### src/rtl/sprite_anim_ctrl.sv
// ---------------------------------------------------------------------------
// sprite_anim_ctrl
//
// Sequencer and address generator for a multi-frame palettized sprite stored
// in a synchronous ROM (NUM_FRAMES frames of SPR_W x SPR_H pixels, frame 0 at
// address 0, frames back to back).  The animation frame advances only on
// video-frame boundaries and the sprite position is latched at the same
// moment, so a scan never sees a half-updated sprite.
//
// Ports
//   vga_clk      in   pixel clock, all logic on its rising edge
//   reset_n      in   asynchronous active-low reset
//   frame_start  in   one-cycle pulse at the start of vertical blank
//   trigger      in   request to start / restart the animation
//   loop_en      in   1 = wrap to frame 0 after last frame, 0 = hold last
//   pos_x/pos_y  in   sprite top-left corner, sampled at frame_start
//   DrawX/DrawY  in   current pixel coordinates
//   blank        in   1 = active video
//   rom_address  out  address to the sprite ROM (0 outside the sprite box)
//   rom_q        in   ROM data for the previous cycle's rom_address
//   pixel_valid  out  opaque sprite pixel inside the box in active video
//   pixel_index  out  palette index for the pixel
//   frame_idx    out  current animation frame
//   busy         out  high while the animation is playing
//   done         out  one-cycle pulse when a non-looping run finishes
//
// Pixel latency DrawX/DrawY -> pixel_valid/pixel_index is two cycles.
// ---------------------------------------------------------------------------
module sprite_anim_ctrl #(
    parameter int SPR_W       = 50,
    parameter int SPR_H       = 64,
    parameter int NUM_FRAMES  = 6,
    parameter int FRAME_TICKS = 4,
    parameter int ADDR_W      = 15,
    parameter int IDX_W       = 3,
    parameter int TRANSPARENT = 0
) (
    input  logic              vga_clk,
    input  logic              reset_n,
    input  logic              frame_start,
    input  logic              trigger,
    input  logic              loop_en,
    input  logic [9:0]        pos_x,
    input  logic [9:0]        pos_y,
    input  logic [9:0]        DrawX,
    input  logic [9:0]        DrawY,
    input  logic              blank,
    output logic [ADDR_W-1:0] rom_address,
    input  logic [IDX_W-1:0]  rom_q,
    output logic              pixel_valid,
    output logic [IDX_W-1:0]  pixel_index,
    output logic [2:0]        frame_idx,
    output logic              busy,
    output logic              done
);

    localparam logic [1:0] S_IDLE = 2'd0;
    localparam logic [1:0] S_PLAY = 2'd1;
    localparam logic [1:0] S_HOLD = 2'd2;

    localparam int TICK_W    = (FRAME_TICKS > 1) ? $clog2(FRAME_TICKS) : 1;
    localparam int FRAME_PIX = SPR_W * SPR_H;

    localparam logic [2:0]        LAST_FRAME = 3'(NUM_FRAMES - 1);
    localparam logic [TICK_W-1:0] LAST_TICK  = TICK_W'(FRAME_TICKS - 1);

    // -----------------------------------------------------------------------
    // Sequencer state
    // -----------------------------------------------------------------------
    logic [1:0]        r_state;
    logic              r_armed;
    logic [2:0]        r_frame_idx;
    logic [TICK_W-1:0] r_tick_cnt;
    logic              r_done;
    logic [9:0]        r_px;
    logic [9:0]        r_py;

    logic [1:0]        w_state_nxt;
    logic              w_armed_nxt;
    logic [2:0]        w_frame_nxt;
    logic [TICK_W-1:0] w_tick_nxt;
    logic              w_done_nxt;

    // A start request is a trigger either seen earlier (armed) or arriving
    // in the very frame_start cycle itself.
    logic w_start;
    assign w_start = frame_start && (r_armed || trigger);

    always_comb begin
        w_state_nxt = r_state;
        w_armed_nxt = r_armed;
        w_frame_nxt = r_frame_idx;
        w_tick_nxt  = r_tick_cnt;
        w_done_nxt  = 1'b0;
        case (r_state)
            S_IDLE: begin
                w_frame_nxt = 3'd0;
                if (w_start) begin
                    w_state_nxt = S_PLAY;
                    w_tick_nxt  = '0;
                    w_armed_nxt = 1'b0;
                end else if (trigger) begin
                    w_armed_nxt = 1'b1;
                end
            end
            S_PLAY: begin
                // trigger is deliberately ignored while playing
                if (frame_start) begin
                    if (r_tick_cnt < LAST_TICK) begin
                        w_tick_nxt = r_tick_cnt + 1'b1;
                    end else begin
                        w_tick_nxt = '0;
                        if (r_frame_idx < LAST_FRAME) begin
                            w_frame_nxt = r_frame_idx + 3'd1;
                        end else if (loop_en) begin
                            w_frame_nxt = 3'd0;
                        end else begin
                            w_state_nxt = S_HOLD;
                            w_done_nxt  = 1'b1;
                        end
                    end
                end
            end
            S_HOLD: begin
                w_frame_nxt = LAST_FRAME;
                if (w_start) begin
                    w_state_nxt = S_PLAY;
                    w_frame_nxt = 3'd0;
                    w_tick_nxt  = '0;
                    w_armed_nxt = 1'b0;
                end else if (trigger) begin
                    w_armed_nxt = 1'b1;
                end
            end
            default: begin
                w_state_nxt = S_IDLE;
                w_armed_nxt = 1'b0;
                w_frame_nxt = 3'd0;
                w_tick_nxt  = '0;
            end
        endcase
    end

    always_ff @(posedge vga_clk or negedge reset_n) begin
        if (!reset_n) begin
            r_state     <= S_IDLE;
            r_armed     <= 1'b0;
            r_frame_idx <= 3'd0;
            r_tick_cnt  <= '0;
            r_done      <= 1'b0;
        end else begin
            r_state     <= w_state_nxt;
            r_armed     <= w_armed_nxt;
            r_frame_idx <= w_frame_nxt;
            r_tick_cnt  <= w_tick_nxt;
            r_done      <= w_done_nxt;
        end
    end

    // Position is captured only at frame_start so a mid-scan move takes
    // effect on the next video frame.
    always_ff @(posedge vga_clk or negedge reset_n) begin
        if (!reset_n) begin
            r_px <= 10'd0;
            r_py <= 10'd0;
        end else if (frame_start) begin
            r_px <= pos_x;
            r_py <= pos_y;
        end
    end

    // -----------------------------------------------------------------------
    // Stage p0 -> p1: box test and ROM address
    // -----------------------------------------------------------------------
    logic [9:0]        w_dx_p0;
    logic [9:0]        w_dy_p0;
    logic              w_hit_p0;
    logic [ADDR_W-1:0] w_addr_p0;

    assign w_dx_p0 = DrawX - r_px;
    assign w_dy_p0 = DrawY - r_py;

    // The >= guards make the subtraction safe: an underflowed offset is
    // never accepted, so boxes near the screen edge clip without wrapping.
    assign w_hit_p0 = (DrawX >= r_px) && (w_dx_p0 < 10'(SPR_W)) &&
                      (DrawY >= r_py) && (w_dy_p0 < 10'(SPR_H));

    assign w_addr_p0 = ADDR_W'(r_frame_idx) * ADDR_W'(FRAME_PIX) +
                       ADDR_W'(w_dy_p0)     * ADDR_W'(SPR_W) +
                       ADDR_W'(w_dx_p0);

    logic [ADDR_W-1:0] r_rom_address_p1;
    logic              r_hit_p1;
    logic              r_blank_p1;

    always_ff @(posedge vga_clk or negedge reset_n) begin
        if (!reset_n) begin
            r_rom_address_p1 <= '0;
            r_hit_p1         <= 1'b0;
            r_blank_p1       <= 1'b0;
        end else begin
            r_rom_address_p1 <= w_hit_p0 ? w_addr_p0 : '0;
            r_hit_p1         <= w_hit_p0;
            r_blank_p1       <= blank;
        end
    end

    // -----------------------------------------------------------------------
    // Stage p1 -> p2: ROM data qualified by box, blank and transparency
    // -----------------------------------------------------------------------
    logic [IDX_W-1:0] r_pixel_index_p2;
    logic             r_pixel_valid_p2;

    always_ff @(posedge vga_clk or negedge reset_n) begin
        if (!reset_n) begin
            r_pixel_index_p2 <= '0;
            r_pixel_valid_p2 <= 1'b0;
        end else begin
            r_pixel_index_p2 <= rom_q;
            r_pixel_valid_p2 <= r_hit_p1 & r_blank_p1 &
                                (rom_q != IDX_W'(TRANSPARENT));
        end
    end

    assign rom_address = r_rom_address_p1;
    assign pixel_index = r_pixel_index_p2;
    assign pixel_valid = r_pixel_valid_p2;
    assign frame_idx   = r_frame_idx;
    assign busy        = (r_state == S_PLAY);
    assign done        = r_done;

endmodule

### config.mk
export PLATFORM = sky130hd
export DESIGN_NAME = sprite_anim_ctrl
export DESIGN_NICKNAME = d
export VERILOG_FILES = /design/src/rtl/sprite_anim_ctrl.sv
export SDC_FILE = /design/constraint.sdc
export NUM_CORES = 1
export LEC_CHECK = 0
export CORE_MARGIN = 2
export CORE_UTILIZATION = 23
export DETAILED_ROUTE_END_ITERATION = 8
export GPL_ROUTABILITY_DRIVEN = 0
export PLACE_DENSITY = 0.43
export SLEW_MARGIN = 5
export SYNTH_ARGS = -nofsm -noshare
export SYNTH_HDL_FRONTEND = slang
export SYNTH_SLANG_ARGS = --single-unit
### constraint.sdc
create_clock -name vga_clk -period 17.05 [get_ports vga_clk]
set_input_delay 3.41 -clock vga_clk [delete_from_list [all_inputs] [get_ports vga_clk]]
set_output_delay 3.41 -clock vga_clk [all_outputs]
set_load 0.01 [all_outputs]
==> results of run 1 <==
synth_stat cells (2+ instances only):
library cell and count:
o311ai_0 2, a21oi_1 26, xor2_1 14, nand3b_1 2, clkbuf_1 4, a211oi_1 4
inv_1 69, mux2i_1 3, fa_1 11, nand4_1 4, nor2b_1 7, xnor2_1 18
o21bai_1 4, or2_2 3, o21a_1 9, nand2b_1 5, dfrtp_1 50, nor3_1 10
nor4_1 2, ha_1 87, o31a_1 4, mux2_2 3, nand2_1 35, o21ai_0 39
a21o_1 4, nand3_1 4, o211ai_1 2, nor2_1 33
logic make-up after synthesis:
family | after synthesis
compound gates | 108
simple gates | 112
mux | 6
xor+xnor | 32
buf+inv | 74
fa+ha+maj | 98
flops | 50
stage by stage:
stage	area (um^2)	hold WS [ns]	worst slack [ns]	util, %
after floorplan	4430	0.457	8.50	-
final	5590	0.502	7.90	29.8
after global routing	5590	0.517	7.39	29.8
after CTS	5590	0.508	7.87	29.8
after global placement	5420	0.474	7.74	28.9
after detailed placement	5420	0.497	7.58	28.9
layout make-up:
cell class | instances | area [um^2]
Tap cell | 234 | 293
Clock inverter | 2 | 37.5
Inverter | 69 | 259
Multi-Input combinational cell | 356 | 2890
Clock buffer | 6 | 129
Timing Repair Buffer | 74 | 731
Sequential cell | 50 | 1250
Fill cell | 2011 | 13200
state kept, by name, summed over array words and instances (netlist names):
| name | cells |
|---|---|
| done | 1 |
| frame_idx | 3 |
| pixel_index | 3 |
| pixel_valid | 1 |
| r_armed | 1 |
| r_blank_p1 | 1 |
| r_hit_p1 | 1 |
| r_px | 10 |
| r_py | 10 |
| r_state | 2 |
| r_tick_cnt | 2 |
| rom_address | 15 |
layer usage:
metal,vias to the layer above,GRT usage (%)
met5,-,0
met3,9,2.05
li1,1791,-
met2,55,16.4
met4,0,3.28
met1,1604,13.0
worst max-delay path by stage:
stage,to,depth (start not counted)
2_1_floorplan,rom_address[14],29
3_3_place_gp,rom_address[14],28
5_1_grt,rom_address[14],28
3_5_place_dp,rom_address[14],28
4_1_cts,rom_address[14],28
6_report,rom_address[14],28
critical path: stages:
cell	delay (ns)
clkdlybuf4s50_1	0.40
inv_1	0.06
ha_1	0.16
inv_1	0.05
fa_1	0.39
a21o_1	0.17
a21oi_1	0.40
o21bai_1	0.11
a21oi_1	0.18
xor2_1	0.22
inv_1	0.13
ha_1	0.31
ha_1	0.28
inv_1	0.05
fa_1	0.52
inv_1	0.04
ha_1	0.21
o41ai_1	0.46
xnor2_1	0.17
ha_1	0.25
ha_1	0.35
a21oi_1	0.17
o21ai_0	0.13
a21oi_1	0.17
o21ai_0	0.12
xnor2_1	0.21
xnor2_1	0.13
nor2_1	0.05
==> impl_metrics.json, run 1 <==
{
  "synth.top_cell.area_share_pct": 28.3,
  "yosys.area.top_type": "dfrtp_1",
  "drv_cap": 0,
  "grt_pass1_vias": 3473,
  "post-route-period-util_pct": 53.7,
  "dpl.hpwl_um": 8130,
  "io_buffers": 72,
  "synth_xor_xnor_area_share_pct": 6.33,
  "htree_levels": 2,
  "synth-simple-area-share_pct": 12.2,
  "outcome": "complete, no violations",
  "fmax_ghz": 0.109,
  "drive_above_1_share_pct": 3.77,
  "r2r_cells": 26,
  "slew_violations": 0,
  "dr.pass1.iters": 4,
  "grt_antenna_before_repair": 0,
  "fin_skew_ns": 0.0102,
  "min_period_ns": 9.15,
  "die_w_um": 143,
  "fin_nets": 703,
  "cts_sinks": 50,
  "yosys_register_bits": 50,
  "via_per_inst": 4.37,
  "synth_top_family_by_area": "adder cells",
  "worst-path-max-fanout": 5,
  "cp_data_required_time_ns": 17.22,
  "wl_met3_um": 368,
  "rsz0062_at_grt": "false",
  "grt_max_degree": 51,
  "die_h_um": 143,
  "rrSetupSlack_ns": 11.12,
  "wl_um": 9790,
  "ys_top_cells_by_area": "dfrtp_1 28%, ha_1 25%, inv_1 5.9%",
  "synth_cell_types": 50,
  "postSynth.asyncResetShare_pct": 100,
  "crit_type": "input pin to flop",
  "n_antenna_cell": 0,
  "max-slew-margin-rel_pct": 51.2,
  "hold_depth": 1,
  "cp-start-kind": "input pin",
  "num_rows": 50,
  "dieArea_um2": 20400,
  "hold_end": "pixel_valid",
  "core_area_um2": 18800,
  "clk_pin_slew_ns": 0.07,
  "setup_tns_ns": 0,
  "synth-compound-area-share_pct": 15.8,
  "clockBufferDepth": 2,
  "grt_pass1_wl_um": 16200,
  "critPathArrivalTime_ns": 9.33,
  "wl_met2_um": 4620,
  "syn_to_final_growth_pct": 26.3,
  "final_common_cell": "ha_1",
  "drc": 0,
  "hold_buffers": 0,
  "clock_latency_ns": 0.30,
  "worst_setup_path_end_kind": "flop",
  "stdcell_count": 791,
  "post_cts_resized": 0,
  "grt_overflow_total": 0,
  "cts_setup_buffers": 0,
  "cts_tree": "built",
  "r2r_start": "r_py[0]",
  "antenna_left": 0,
  "syn_nets": 627,
  "startpoint": "DrawY[0]",
  "numCtsBuffers": 5,
  "io_pins": 73,
  "netlist_instances": 480,
  "hold_path.startpoint": "r_blank_p1",
  "dp.cells": 783,
  "hold_viol": 0,
  "setup_viol": 0,
  "reg2reg_to": "rom_address[14]",
  "synth_flop_cell": "dfrtp_1",
  "ctsRootBufferMaster": "clkbuf_16",
  "drt_iter0_drc": 155,
  "syn-cell-area_um2": 4430,
  "yosys_warnings": 0,
  "vias": 3459,
  "tightest_slew_ns": 0.727,
  "muxShareOfSynthArea_pct": 1.44,
  "synth_edf_count": 0,
  "track_usage_pct": 9.94,
  "highest-signal-layer": "met4",
  "synth_seq_area_share_pct": 28.3,
  "synthAdderAreaFrac_pct": 29.6,
  "mostFrequentLayoutCells": "87 x ha_1, 71 x clkdlybuf4s50_1, 69 x inv_1",
  "wl_met1_um": 4670,
  "synth_area_per_cell_um2": 9.22,
  "hp-class": "flop to flop",
  "start_util_pct": 23.6,
  "routedWlPerCell_um": 12.4
}
Power of run 1 is not shown: default switching activity piles up to over one toggle a cycle in this logic, so the estimate is an artifact.
==> run 2: changes to the inputs <==
Clock period 17.05 ns to 8.8 ns, I/O delays scaled along.
==> run 2 against run 1 <==
Against the previous run:
- highest routed layer unchanged
- routed wire length rose by 0.51%
- worst setup slack got worse by 6.6 ns
- via count barely moved
==> impl_metrics.json, run 2 (synthesized netlist as in run 1, its figures left out) <==
{
  "hp-class": "flop to flop",
  "critPathArrivalTime_ns": 7.68,
  "via_per_inst": 4.38,
  "min_period_ns": 7.51,
  "largest_reg_flops": 15,
  "dpl.hpwl_um": 8160,
  "met2_usage_pct": 16.0,
  "num_rows": 50,
  "clock_latency_ns": 0.30,
  "seqCellArea_um2": 1250,
  "fmax_ghz": 0.133,
  "slew_violations": 0,
  "drv_cap": 0,
  "multi_input_area_um2": 2890,
  "track_usage_pct": 9.98,
  "grt_pass1_vias": 3448,
  "routedWlPerCell_um": 12.4,
  "die_h_um": 143,
  "cpMostUsedCell": "ha_1",
  "n_antenna_cell": 0,
  "tightest_slew_ns": 0.706,
  "fin_nets": 703,
  "nFillCells": 1978,
  "antenna_left": 0,
  "fin_skew_ns": 0.0135,
  "worst-path-max-fanout": 5,
  "core_area_um2": 18800,
  "dieArea_um2": 20400,
  "hold_viol": 0,
  "clockBufferDepth": 2,
  "io_pins": 73,
  "max-slew-margin-rel_pct": 52.6,
  "use_met1_pct": 13.1,
  "numCtsBuffers": 5,
  "start_util_pct": 23.6,
  "drc": 0,
  "post-route-period-util_pct": 85.3,
  "rsz0062_at_grt": "false",
  "final_common_cell": "ha_1",
  "crit_type": "input pin to flop",
  "post_cts_resized": 0,
  "dr.pass1.iters": 4,
  "ctsRootBufferMaster": "clkbuf_16",
  "worst_setup_path_end_kind": "flop",
  "max_stage_delay_ns": 0.52,
  "mostFrequentLayoutCells": "87 x ha_1, 71 x clkdlybuf4s50_1, 69 x inv_1",
  "vias": 3462,
  "cts_sinks": 50,
  "timing.critical_path.buf_inv": 6,
  "drive_above_1_share_pct": 3.77,
  "cp_data_required_time_ns": 8.97,
  "grt_overflow_total": 0,
  "cp-start-kind": "input pin",
  "setup_tns_ns": 0,
  "grt_pass1_wl_um": 16200,
  "wl_um": 9840,
  "io_buffers": 72,
  "crit_path_top_delay_cell": "fa_1",
  "drt_iter0_drc": 174,
  "grt_max_degree": 51,
  "cts_setup_buffers": 0,
  "hold_buffers": 0,
  "cts_tree": "built",
  "outcome": "complete, no violations",
  "grt.busiest_layer": "met2",
  "grt_antenna_before_repair": 0,
  "use_met3_pct": 2.05,
  "clk_pin_slew_ns": 0.07,
  "syn_to_final_growth_pct": 26.3,
  "die_w_um": 143,
  "setup_viol": 0,
  "crit_family": "adder cells",
  "htree_levels": 2
}
## run 2: cell counts in the layout (fill, tap and decap cells not counted)
No cell type changed its count.
## run 2: layout make-up
cell class                      count  area share (%)
Tap cell                          234            5.24
Sequential cell                    50            22.4
Timing Repair Buffer               74            13.1
Clock inverter                      2           0.671
Clock buffer                        6            2.31
Multi-Input combinational cell    356            51.7
Inverter                           69            4.63
## run 2: final timing paths
check                           start              end  slack, ns  cells after the start
min                        r_blank_p1      pixel_valid       0.50                      1
min in group asynchronous     reset_n          r_py[8]       1.58                      2
min reg2reg                r_blank_p1      pixel_valid       0.50                      1
max reg2reg                   r_py[0]  rom_address[14]       2.87                     26
max                          DrawY[0]  rom_address[14]       1.29                     28
max in group asynchronous     reset_n   rom_address[4]       6.76                      2
## run 2: worst register-to-register path, stage by stage, from the launching register on
cell	delay, ns
dfrtp_1	0.34
ha_1	0.17
inv_1	0.06
fa_1	0.39
a21o_1	0.17
a21oi_1	0.40
o21bai_1	0.10
a21oi_1	0.18
xor2_1	0.23
inv_1	0.14
ha_1	0.31
ha_1	0.28
inv_1	0.05
fa_1	0.52
inv_1	0.04
ha_1	0.20
o41ai_1	0.46
xnor2_1	0.17
ha_1	0.25
ha_1	0.35
a21oi_1	0.17
o21ai_0	0.13
a21oi_1	0.16
o21ai_0	0.12
xnor2_1	0.22
xnor2_1	0.14
nor2_1	0.05
## run 2: through the flow
stage | cell area (um^2) | hold slack, ns | setup WS (ns) | util [%] | instances
after detailed placement | 5420 | 0.493 | 0.973 | 28.9 | 783
after global placement | 5420 | 0.474 | 1.14 | 28.9 | 783
final | 5590 | 0.504 | 1.29 | 29.8 | 791
after global routing | 5590 | 0.511 | 0.759 | 29.8 | 791
after CTS | 5590 | 0.503 | 1.26 | 29.8 | 791
after floorplan | 4430 | 0.457 | 1.90 | - | 480
## run 2: metal layers
| metal | share of wire, % | wire (um) | vias to the layer above |
|---|---|---|---|
| met2 | 47 | 4600 | 55 |
| met3 | 3.5 | 341 | 8 |
| li1 | - | - | 1790 |
| met5 | 0 | 0 | - |
| met1 | 47 | 4660 | 1609 |
| met4 | 2.4 | 237 | 0 |
Power of run 2 is left out for the same reason.
==> run 3: changes to the inputs <==
Settings changed: CORE_UTILIZATION 23 to 45, PLACE_DENSITY 0.43 to 0.71.
==> run 3 against run 2 <==
Against the previous run:
- global-route usage is 6.8 points higher
- sequential cell count stayed put
- register-to-register slack worse by 0.03 ns
- clock-buffer cell count stayed put
- die area is 48% lower
- highest routed layer unchanged
- via count is 1.4% higher
- critical endpoint unchanged
- non-clock buffer count stayed put
- final area is 3.1% lower
==> impl_metrics.json, run 3 (synthesized netlist as in run 1, its figures left out) <==
{
  "grt_pass1_wl_um": 14600,
  "critPathArrivalTime_ns": 7.69,
  "num_rows": 36,
  "dr.pass1.iters": 4,
  "hold_end": "pixel_valid",
  "hold_path.startpoint": "r_blank_p1",
  "grt_overflow_total": 0,
  "r2r_start": "r_py[0]",
  "hold_viol": 0,
  "largest_reg_flops": 15,
  "n_antenna_cell": 0,
  "clk_pin_slew_ns": 0.10,
  "clockBufferDepth": 2,
  "dpl.hpwl_um": 7250,
  "clock_latency_ns": 0.31,
  "post_dp_cell_area_um2": 5300,
  "cts_tree": "built",
  "die_w_um": 103,
  "hp-class": "flop to flop",
  "min_period_ns": 7.49,
  "wl_um": 8860,
  "post-route-period-util_pct": 85.1,
  "setup_viol": 0,
  "final_common_cell": "ha_1",
  "setup_tns_ns": 0,
  "hold_depth": 1,
  "io_buffers": 72,
  "antenna_left": 0,
  "r2r_cells": 28,
  "crit_type": "input pin to flop",
  "worst_setup_path_end_kind": "flop",
  "drc": 0,
  "drv_cap": 0,
  "fin_nets": 703,
  "multi_input_area_um2": 2890,
  "cpMostUsedCell": "ha_1",
  "tightest_slew_ns": 0.697,
  "cts_setup_buffers": 0,
  "seqCellArea_um2": 1250,
  "drive_above_1_share_pct": 3.95,
  "via_per_inst": 5.09,
  "cp-start-kind": "input pin",
  "dieArea_um2": 10600,
  "crit_cells": 30,
  "max-slew-margin-rel_pct": 53.3,
  "post_cts_resized": 0,
  "grt_max_degree": 51,
  "rrSetupSlack_ns": 2.84,
  "core_area_um2": 9640,
  "io_pins": 73,
  "cts_sinks": 50,
  "cp_data_required_time_ns": 9.00,
  "mostFrequentLayoutCells": "87 x ha_1, 71 x clkdlybuf4s50_1, 69 x inv_1",
  "fin_skew_ns": 0.00545,
  "outcome": "complete, no violations",
  "syn_to_final_growth_pct": 22.4,
  "timing.critical_path.buf_inv": 6,
  "grt_antenna_before_repair": 0,
  "reg2reg_to": "rom_address[14]",
  "ctsRootBufferMaster": "clkbuf_8",
  "routedWlPerCell_um": 12.8,
  "slew_violations": 0,
  "die_h_um": 103,
  "drt_iter0_drc": 120,
  "vias": 3510,
  "worst-path-max-fanout": 5,
  "grt_pass1_vias": 3321,
  "max_stage_delay_ns": 0.52,
  "start_util_pct": 45.9,
  "htree_levels": 2,
  "crit_path_top_delay_cell": "fa_1",
  "rsz0062_at_grt": "false",
  "crit_family": "adder cells",
  "final_area_um2": 5420,
  "fmax_ghz": 0.134,
  "numCtsBuffers": 5,
  "hold_buffers": 0,
  "track_usage_pct": 16.8,
  "nFillCells": 921
}
-- run 3: changes by cell type in the layout (fill, tap and decap cells not counted), sizes merged --
cell and delta:
inv +1, clkinvlp -1
-- run 3: how the worst max path moves through the flow --
stage	slack, ns	startpoint	end
after detailed placement	0.98	DrawY[0]	rom_address[14]
after CTS	1.32	DrawY[0]	rom_address[14]
after global placement	1.23	DrawY[0]	rom_address[14]
after global routing	1.00	DrawY[0]	rom_address[14]
after floorplan	1.90	DrawY[0]	rom_address[14]
final	1.31	DrawY[0]	rom_address[14]
-- run 3: cell type report --
| class | instances | share of cell area, % |
|---|---|---|
| inverters | 69 | 4.78 |
| clock buffers | 6 | 1.52 |
| well taps | 133 | 3.07 |
| flip-flops and latches | 50 | 23.1 |
| repair buffers | 74 | 13.5 |
| multi-input cells | 356 | 53.3 |
| clock inverters | 2 | 0.716 |
-- run 3: metrics by stage --
step	hold WS (ns)	setup WS (ns)	instances	util [%]
finish	0.499	1.31	690	56.2
global route	0.511	1.00	690	56.2
CTS	0.505	1.32	690	56.2
detailed placement	0.487	0.981	682	55.0
global placement	0.475	1.23	682	55.0
floorplan	0.457	1.90	480	-
-- run 3: worst register-to-register path: cells and delay by family, from the launching register on --
family,cells,cell delay [ns]
flip-flops,1,0.36
AO/OA/AOI/OAI,10,1.72
XOR/XNOR,4,0.74
adder cells (fa/ha/maj),8,2.61
buffers and inverters,4,0.27
AND/OR/NAND/NOR,2,0.14
-- run 3: routing by layer --
layer / track usage (%) / part of all wire (%) / up-vias
met5: 0 / 0 / -
met4: 2.53 / 0.33 / 0
met3: 2.35 / 3.3 / 2
met2: 30.9 / 51 / 65
met1: 21.4 / 46 / 1657
li1: - / - / 1786
Power of run 3 is left out for the same reason.
